--- src/rtl/stepper_pkg.sv ---
// ---------------------------------------------------------------------------
// stepper_pkg
//
// Shared definitions for the floppy head-step sequencer slice.
//   stepState_t        : controller state encoding (IDLE/SETUP/PULSE/GAP/SETTLE)
//   DEFAULT_CNT_W      : default width of step count / completed-step counter
//   DEFAULT_TMR_W      : default width of the pulse/gap/settle tick registers
//   DEFAULT_RECAL_MAX  : default number of steps tried during recalibrate
//   dwellTicks()       : effective dwell length of a timed state (0 acts as 1)
// ---------------------------------------------------------------------------
package stepper_pkg;

    typedef enum logic [2:0] {
        ST_IDLE   = 3'd0,
        ST_SETUP  = 3'd1,
        ST_PULSE  = 3'd2,
        ST_GAP    = 3'd3,
        ST_SETTLE = 3'd4
    } stepState_t;

    localparam int DEFAULT_CNT_W     = 8;
    localparam int DEFAULT_TMR_W     = 8;
    localparam int DEFAULT_RECAL_MAX = 255;

    // A programmed dwell of zero ticks still has to wait for one TICK,
    // otherwise a state could be entered and left without any timebase
    // strobe in between.  Values are handled one bit wider than the
    // timer registers so a full-scale setting compares cleanly.
    function automatic logic [DEFAULT_TMR_W:0] dwellTicks(input logic [DEFAULT_TMR_W-1:0] value);
        logic [DEFAULT_TMR_W:0] result;
        result = {1'b0, value};
        if (value == '0) begin
            result = {{DEFAULT_TMR_W{1'b0}}, 1'b1};
        end
        return result;
    endfunction

endpackage

--- src/rtl/step_sequencer_tick_timer.sv ---
// ---------------------------------------------------------------------------
// tick_timer
//
// Counts TICK strobes since the owning state was entered and flags the
// strobe that completes the programmed dwell.  One instance serves every
// timed state of the step sequencer.
//
// The counter clears itself on the expiring strobe, and every timed state
// of the sequencer is left exactly on that strobe, so the next state always
// starts from zero without a separate load pulse.  While the sequencer is
// idle the counter is held clear, which covers entry from IDLE and abort.
//
// Ports:
//   CLK       in   system clock
//   RESET     in   synchronous active-high reset
//   i_clear   in   hold the count at zero (sequencer idle)
//   i_tick    in   one-CLK timebase strobe
//   i_target  in   dwell length in ticks, 0 treated as 1
//   o_expire  out  high in the CLK cycle whose TICK completes the dwell
// ---------------------------------------------------------------------------
module tick_timer
    import stepper_pkg::*;
#(
    parameter int TMR_W = DEFAULT_TMR_W
) (
    input  logic             CLK,
    input  logic             RESET,
    input  logic             i_clear,
    input  logic             i_tick,
    input  logic [TMR_W-1:0] i_target,
    output logic             o_expire
);

    logic [TMR_W-1:0] r_count;
    logic [TMR_W:0]   w_nextCount;
    logic [TMR_W:0]   w_limit;

    // Effective dwell: zero behaves as one tick.
    assign w_limit     = (i_target == '0) ? (TMR_W+1)'(1) : {1'b0, i_target};
    assign w_nextCount = {1'b0, r_count} + (TMR_W+1)'(1);

    // The dwell ends on the strobe that brings the elapsed count up to the
    // limit; the comparison uses the incremented count so that strobe is
    // recognised in the same cycle it arrives.
    assign o_expire = !i_clear && i_tick && (w_nextCount >= w_limit);

    // Elapsed-tick counter.  It never exceeds limit-1, so it cannot wrap.
    always_ff @(posedge CLK) begin
        if (RESET || i_clear || o_expire) begin
            r_count <= '0;
        end else if (i_tick) begin
            r_count <= r_count + TMR_W'(1);
        end
    end

endmodule

--- src/rtl/step_sequencer.sv ---
// ---------------------------------------------------------------------------
// step_sequencer
//
// Floppy head-step controller.  Takes a step command from the host register
// file (step count + direction, or recalibrate-to-track-0), and drives the
// drive's STEP/DIR pins with programmable pulse width, inter-step gap and
// post-seek settle time, all measured in TICK strobes.  Reports busy/done,
// the number of pulses issued and why the command ended.
//
// Ports:
//   CLK           in   system clock
//   RESET         in   synchronous active-high reset
//   TICK          in   one-CLK timebase strobe
//   CMD_WRITE     in   command strobe, honoured only while idle
//   CMD_DIR       in   direction, 1 = out toward track 0
//   CMD_RECAL     in   recalibrate (direction/count ignored)
//   CMD_COUNT     in   number of steps
//   ABORT         in   cancel the running command
//   PULSE_TICKS   in   STEP low time
//   GAP_TICKS     in   STEP high time between pulses
//   SETTLE_TICKS  in   wait after the last step before done
//   TRACK0_IN     in   head is over track 0 (already synchronised)
//   STEP_OUT_n    out  step pulse to drive, active low
//   DIR_OUT       out  direction to drive
//   BUSY          out  command in progress
//   DONE          out  one-CLK pulse on return to idle
//   STEPS_TAKEN   out  pulses issued by the current/last command
//   T0_STOP       out  last command was stopped by the track-0 guard
//   RECAL_ERR     out  recalibrate ran out of steps before track 0
//   ABORTED       out  last command ended by ABORT
// ---------------------------------------------------------------------------
module step_sequencer
    import stepper_pkg::*;
#(
    parameter int CNT_W     = DEFAULT_CNT_W,
    parameter int TMR_W     = DEFAULT_TMR_W,
    parameter int RECAL_MAX = DEFAULT_RECAL_MAX
) (
    input  logic             CLK,
    input  logic             RESET,
    input  logic             TICK,
    input  logic             CMD_WRITE,
    input  logic             CMD_DIR,
    input  logic             CMD_RECAL,
    input  logic [CNT_W-1:0] CMD_COUNT,
    input  logic             ABORT,
    input  logic [TMR_W-1:0] PULSE_TICKS,
    input  logic [TMR_W-1:0] GAP_TICKS,
    input  logic [TMR_W-1:0] SETTLE_TICKS,
    input  logic             TRACK0_IN,
    output logic             STEP_OUT_n,
    output logic             DIR_OUT,
    output logic             BUSY,
    output logic             DONE,
    output logic [CNT_W-1:0] STEPS_TAKEN,
    output logic             T0_STOP,
    output logic             RECAL_ERR,
    output logic             ABORTED
);

    localparam logic [CNT_W-1:0] RECAL_LOAD = CNT_W'(RECAL_MAX);

    stepState_t       r_state;
    logic             r_stepN;
    logic             r_dir;
    logic             r_busy;
    logic             r_done;
    logic [CNT_W-1:0] r_stepsTaken;
    logic             r_t0Stop;
    logic             r_recalErr;
    logic             r_aborted;
    logic [CNT_W-1:0] r_remaining;
    logic             r_recal;
    logic [TMR_W-1:0] r_dwell;

    logic             w_expire;
    logic             w_timerClear;
    logic             w_guardStop;
    logic [CNT_W-1:0] w_stepsInc;
    logic [CNT_W-1:0] w_remainingDec;

    // The timer only runs while a command is active; in IDLE it is held
    // at zero so the first timed state of a command starts cleanly.
    assign w_timerClear = (r_state == ST_IDLE);

    // Track-0 guard: stepping outward while already on track 0 would drive
    // the head against its mechanical stop.
    assign w_guardStop = r_dir && TRACK0_IN;

    // Both counters saturate instead of wrapping.
    assign w_stepsInc     = (r_stepsTaken == '1) ? r_stepsTaken : r_stepsTaken + CNT_W'(1);
    assign w_remainingDec = (r_remaining == '0) ? r_remaining : r_remaining - CNT_W'(1);

    // Dwell timer shared by SETUP, PULSE, GAP and SETTLE.  r_dwell is
    // captured on entry to each timed state so later changes on the timing
    // inputs cannot stretch or shorten a dwell already in progress.
    tick_timer #(
        .TMR_W (TMR_W)
    ) u_timer (
        .CLK      (CLK),
        .RESET    (RESET),
        .i_clear  (w_timerClear),
        .i_tick   (TICK),
        .i_target (r_dwell),
        .o_expire (w_expire)
    );

    // Main sequencer.  Every output is a register written here.  ABORT is
    // checked before any timer-driven transition so it wins a coincident
    // TICK; a pulse cut short by ABORT still counts as issued, because the
    // drive has already seen the falling STEP edge.  The guard is evaluated
    // both after the SETUP dwell and after every non-final GAP, i.e. right
    // before each pulse would start.
    always_ff @(posedge CLK) begin
        if (RESET) begin
            r_state      <= ST_IDLE;
            r_stepN      <= 1'b1;
            r_dir        <= 1'b1;
            r_busy       <= 1'b0;
            r_done       <= 1'b0;
            r_stepsTaken <= '0;
            r_t0Stop     <= 1'b0;
            r_recalErr   <= 1'b0;
            r_aborted    <= 1'b0;
            r_remaining  <= '0;
            r_recal      <= 1'b0;
            r_dwell      <= '0;
        end else begin
            r_done <= 1'b0;
            if (r_state != ST_IDLE && ABORT) begin
                if (r_state == ST_PULSE) begin
                    r_stepsTaken <= w_stepsInc;
                end
                r_state   <= ST_IDLE;
                r_stepN   <= 1'b1;
                r_busy    <= 1'b0;
                r_done    <= 1'b1;
                r_aborted <= 1'b1;
            end else begin
                case (r_state)
                    ST_IDLE: begin
                        if (CMD_WRITE) begin
                            r_dir        <= CMD_RECAL ? 1'b1 : CMD_DIR;
                            r_recal      <= CMD_RECAL;
                            r_remaining  <= CMD_RECAL ? RECAL_LOAD : CMD_COUNT;
                            r_stepsTaken <= '0;
                            r_t0Stop     <= 1'b0;
                            r_recalErr   <= 1'b0;
                            r_aborted    <= 1'b0;
                            r_busy       <= 1'b1;
                            if (!CMD_RECAL && CMD_COUNT == '0) begin
                                r_state <= ST_SETTLE;
                                r_dwell <= SETTLE_TICKS;
                            end else begin
                                r_state <= ST_SETUP;
                                r_dwell <= TMR_W'(1);
                            end
                        end
                    end

                    ST_SETUP: begin
                        if (w_expire) begin
                            if (w_guardStop) begin
                                r_state <= ST_SETTLE;
                                r_dwell <= SETTLE_TICKS;
                                if (!r_recal) begin
                                    r_t0Stop <= 1'b1;
                                end
                            end else begin
                                r_state <= ST_PULSE;
                                r_stepN <= 1'b0;
                                r_dwell <= PULSE_TICKS;
                            end
                        end
                    end

                    ST_PULSE: begin
                        if (w_expire) begin
                            r_state      <= ST_GAP;
                            r_stepN      <= 1'b1;
                            r_remaining  <= w_remainingDec;
                            r_stepsTaken <= w_stepsInc;
                            r_dwell      <= GAP_TICKS;
                        end
                    end

                    ST_GAP: begin
                        if (w_expire) begin
                            if (r_remaining == '0) begin
                                r_state <= ST_SETTLE;
                                r_dwell <= SETTLE_TICKS;
                                if (r_recal && !TRACK0_IN) begin
                                    r_recalErr <= 1'b1;
                                end
                            end else if (w_guardStop) begin
                                r_state <= ST_SETTLE;
                                r_dwell <= SETTLE_TICKS;
                                if (!r_recal) begin
                                    r_t0Stop <= 1'b1;
                                end
                            end else begin
                                r_state <= ST_PULSE;
                                r_stepN <= 1'b0;
                                r_dwell <= PULSE_TICKS;
                            end
                        end
                    end

                    ST_SETTLE: begin
                        if (w_expire) begin
                            r_state <= ST_IDLE;
                            r_busy  <= 1'b0;
                            r_done  <= 1'b1;
                        end
                    end

                    default: begin
                        r_state <= ST_IDLE;
                        r_stepN <= 1'b1;
                        r_busy  <= 1'b0;
                    end
                endcase
            end
        end
    end

    assign STEP_OUT_n  = r_stepN;
    assign DIR_OUT     = r_dir;
    assign BUSY        = r_busy;
    assign DONE        = r_done;
    assign STEPS_TAKEN = r_stepsTaken;
    assign T0_STOP     = r_t0Stop;
    assign RECAL_ERR   = r_recalErr;
    assign ABORTED     = r_aborted;

endmodule

--- config.mk ---
export PLATFORM = sky130hd
export DESIGN_NAME = step_sequencer
export DESIGN_NICKNAME = d
export VERILOG_FILES = /design/src/rtl/stepper_pkg.sv /design/src/rtl/step_sequencer_tick_timer.sv /design/src/rtl/step_sequencer.sv
export SDC_FILE = /design/constraint.sdc
export NUM_CORES = 1
export LEC_CHECK = 0
export ABC_AREA = 1
export CORE_ASPECT_RATIO = 1.4
export CORE_MARGIN = 5
export CORE_UTILIZATION = 53
export DETAILED_ROUTE_END_ITERATION = 16
export GPL_TIMING_DRIVEN = 0
export PLACE_DENSITY = 0.78
export SLEW_MARGIN = 15
export SYNTH_ARGS = -nofsm -noshare
export SYNTH_HDL_FRONTEND = slang
export SYNTH_SLANG_ARGS = --single-unit
--- constraint.sdc ---
create_clock -name CLK -period 3.05 [get_ports CLK]
set_input_delay 0.7625 -clock CLK [delete_from_list [all_inputs] [get_ports CLK]]
set_output_delay 0.7625 -clock CLK [all_outputs]
set_load 0.05 [all_outputs]
==> results.md <==
* Final setup fails at 0
* PwrDens at 951 nW/um2
* Gr usage total at 22.3%
* Skew final at 10.2 ps
* First-pass GRT wire length at 13.3 mm
* Crit path buf inv count at 1
* Final period utilization at 89.7%
* Sink Count at 43
* Number of synthesized register bits at 43
* DIE WIDTH at 73.5 um
* Logic gate share of total power at 64.1%
* Via count at 3153
* CTS Hold Bufs at 0
* VDD IR max at 559 uV
* Core footprint at 5490 um2
* Top Ports at 55
* Initial Util at 54.5%
* Area of the die at 7270 um2
* Hold Vio Cnt, Final at 0
* Syn Nets at 517
* Crit path from: u_timer.r_count[0]
* CTS tree: done
* CP Capture Type: flop
* Warnings from Yosys at 0
* Period minus WS final at 2740 ps
* Most common cell in the netlist: nand2_1
* Reg-to-Reg Start: u_timer.r_count[0]
* Diodes inserted at 0
* Critical Path AT at 2930 ps
* CP Data Required Time at 3250 ps
* Critical-path top delay cell: dfxtp_1
* Antenna violations before repair at 0
* Area grow syn2layout at 23.1%
* H-tree lvl count at 2
* Max_cap viols at 0
* Critical Path Start Type: flop
* Synth Instances at 465
* Cell Chain, Critical Path: ha_1 -> nand3_2 -> xor2_1 -> ha_1 -> nand2_1 -> nor2_1 -> nand2_1 -> nand3_1 -> nand2_1 -> nand2_1 -> nand2_1 -> nand2_2 -> nand2_4 -> nand2_1 -> nand2_1 -> nor2_4 -> buf_6 -> nand2_1 -> nand2_1 -> nor2_1
* Reg2Reg Depth at 20
* Final HPWL DP at 6.07 mm
* Clock-pin slew on the worst setup and hold paths at 90 ps
* Slew Limit Headroom at 62.7%
* First-pass iteration count of the detailed router at 4
* Switching portion of total power at 51.1%
* Total negative setup slack at 0 ps
* Synth top cells by count: nand2_1 (115), nor2_1 (78), inv_1 (54), dfxtp_1 (43), a21oi_1 (31)
* Crit Reg-Reg Endpoint: r_dwell[6]
* Die H at 98.9 um
* Share of cells above drive strength 1 at 7.62%
* Switching Power at 1790 uW
* Critical path peak fanout at 10
* Ranking of synthesized cells by area: dfxtp_1 (29%), nand2_1 (14%), nor2_1 (9.8%)
* Largest net degree at the start of global routing at 14
* Clock power frac at 10.6%
* CTS resizes at 0
* Nets at 576
* Critical Path Max Stage Delay at 420 ps
* EDFF count, synth at 0
* Synth top area share at 28.8%
* Routed len/inst at 13.1 um
* Critical path type: flop to flop
* Post-CTS setup buffers at 0
* Flop-to-flop setup slack at 310 ps
* Final WL at 7.78 mm
* Most common flop cell mapped by yosys: dfxtp_1
* LEAKAGE at 0.00165 uW
* Cell Area, Synth at 2990 um2
* DRT iter0 DRCs at 157
* CP delay by family, top: simple AND/OR/NAND/NOR gates
* DRC at 0
* Int Power at 1710 uW
* Min-delay worst type: flop to flop
* Leading area contributor after synthesis: dfxtp_1
* Final total power at 3500 uW
* Ys async rst share at 0%
* Antenna-violating nets left at 0
* Fmax at 365 MHz
* DR vias/cell at 5.32
* Most used cell, CP: nand2_1
* WP depth at 20
* CTS buffer count at 5
* Run status: completed
* Number of global-route vias before repair at 3107
* Port Buffer Count at 52
* Sequential Power Share at 25.3%
* Post-synthesis sequential area ratio at 28.8%
* Slew @ Worst Pin at 559 ps
* Max-slew violations at 0
* CTS Buffer Depth at 2
* End of the critical path: r_dwell[6]
* Worst-skew pair later-pin latency at 300 ps
* Post-Syn Area per Cell at 6.43 um2
* RSZ-0062 raised after global routing: no
* GP Congestion at 0.868
* # rows at 32
* Netlist cell types at 39
* Root Buffer: clkbuf_8
* GRT overflow at 0
==> power groups by stage <==
stage | logic, uW | clock network, uW | registers (uW)
floorplan | 1540 | 0 | 1050
global placement | 2190 | 0 | 894
detailed placement | 2230 | 0 | 897
CTS | 2250 | 375 | 884
global route | 2540 | 395 | 912
finish | 2250 | 371 | 885
==> worst min path at each step <==
| stage | startpoint | end | depth (start not counted) | slack, ps |
|---|---|---|---|---|
| 2_1_floorplan | r_recal | r_recal | 2 | 440 |
| 6_report | RECAL_ERR | RECAL_ERR | 2 | 460 |
| 4_1_cts | RECAL_ERR | RECAL_ERR | 2 | 460 |
| 3_3_place_gp | RECAL_ERR | RECAL_ERR | 2 | 450 |
| 3_5_place_dp | RECAL_ERR | RECAL_ERR | 2 | 450 |
| 5_1_grt | RECAL_ERR | RECAL_ERR | 2 | 490 |
==> sequential cells by signal, summed over array words and instances, names as in the netlist <==
register,flops
ABORTED,1
BUSY,1
DIR_OUT,1
DONE,1
RECAL_ERR,1
STEPS_TAKEN,8
STEP_OUT_n,1
T0_STOP,1
r_dwell,8
r_recal,1
r_remaining,8
r_state,3
u_timer.r_count,8
==> layer usage <==
layer	vias up	wire length [um]	global-route usage [%]
li1	1628	-	-
met1	1434	3100	25.5
met2	73	4140	40.1
met3	18	364	3.67
met4	0	176	8.65
met5	-	0	0
==> stage by stage <==
step	cells	utilization, %	setup WS (ps)	hold slack, ps	area, um2
after global routing	593	67.1	39.5	489	3680
after floorplan	465	-	688	441	2990
after detailed placement	585	65.6	322	451	3600
final	593	67.1	314	458	3680
after CTS	593	67.1	302	464	3680
after global placement	585	65.6	342	446	3600
==> area by class of cell <==
cell class                 count  area [um2]
fill                         532        1800
clock buffer                   6        72.6
buffer                        12        77.6
inverter                      61         231
multi-input combinational    349        1820
sequential                    43         861
timing repair buffer          52         520
tap                           68        85.1
clock inverter                 2        12.5
==> cell usage in the layout (no fill, tap or decap), types with 8 or more instances in the layout <==
cell	n
nand2_1	115
o21ai_0	20
xor2_1	8
dfxtp_1	43
a21oi_1	31
inv_1	54
clkdlybuf4s50_1	52
ha_1	12
nor2_1	78
nor3_1	12
nand3_1	17
==> cell families after synthesis <==
kind of cell | share of synthesized area [%]
buffers and inverters | 10.3
flip-flops | 28.8
AO/OA/AOI/OAI | 15.5
XOR/XNOR | 2.64
adder cells (fa/ha/maj) | 5.02
AND/OR/NAND/NOR | 37.7
==> tightest hold or removal path: cells and delay by family (launching register included) <==
family                 cells  cell delay (ps)
AO/OA/AOI/OAI              1               50
buffers and inverters      1               50
flip-flops                 1              320
(Power assumes the default switching activity.)
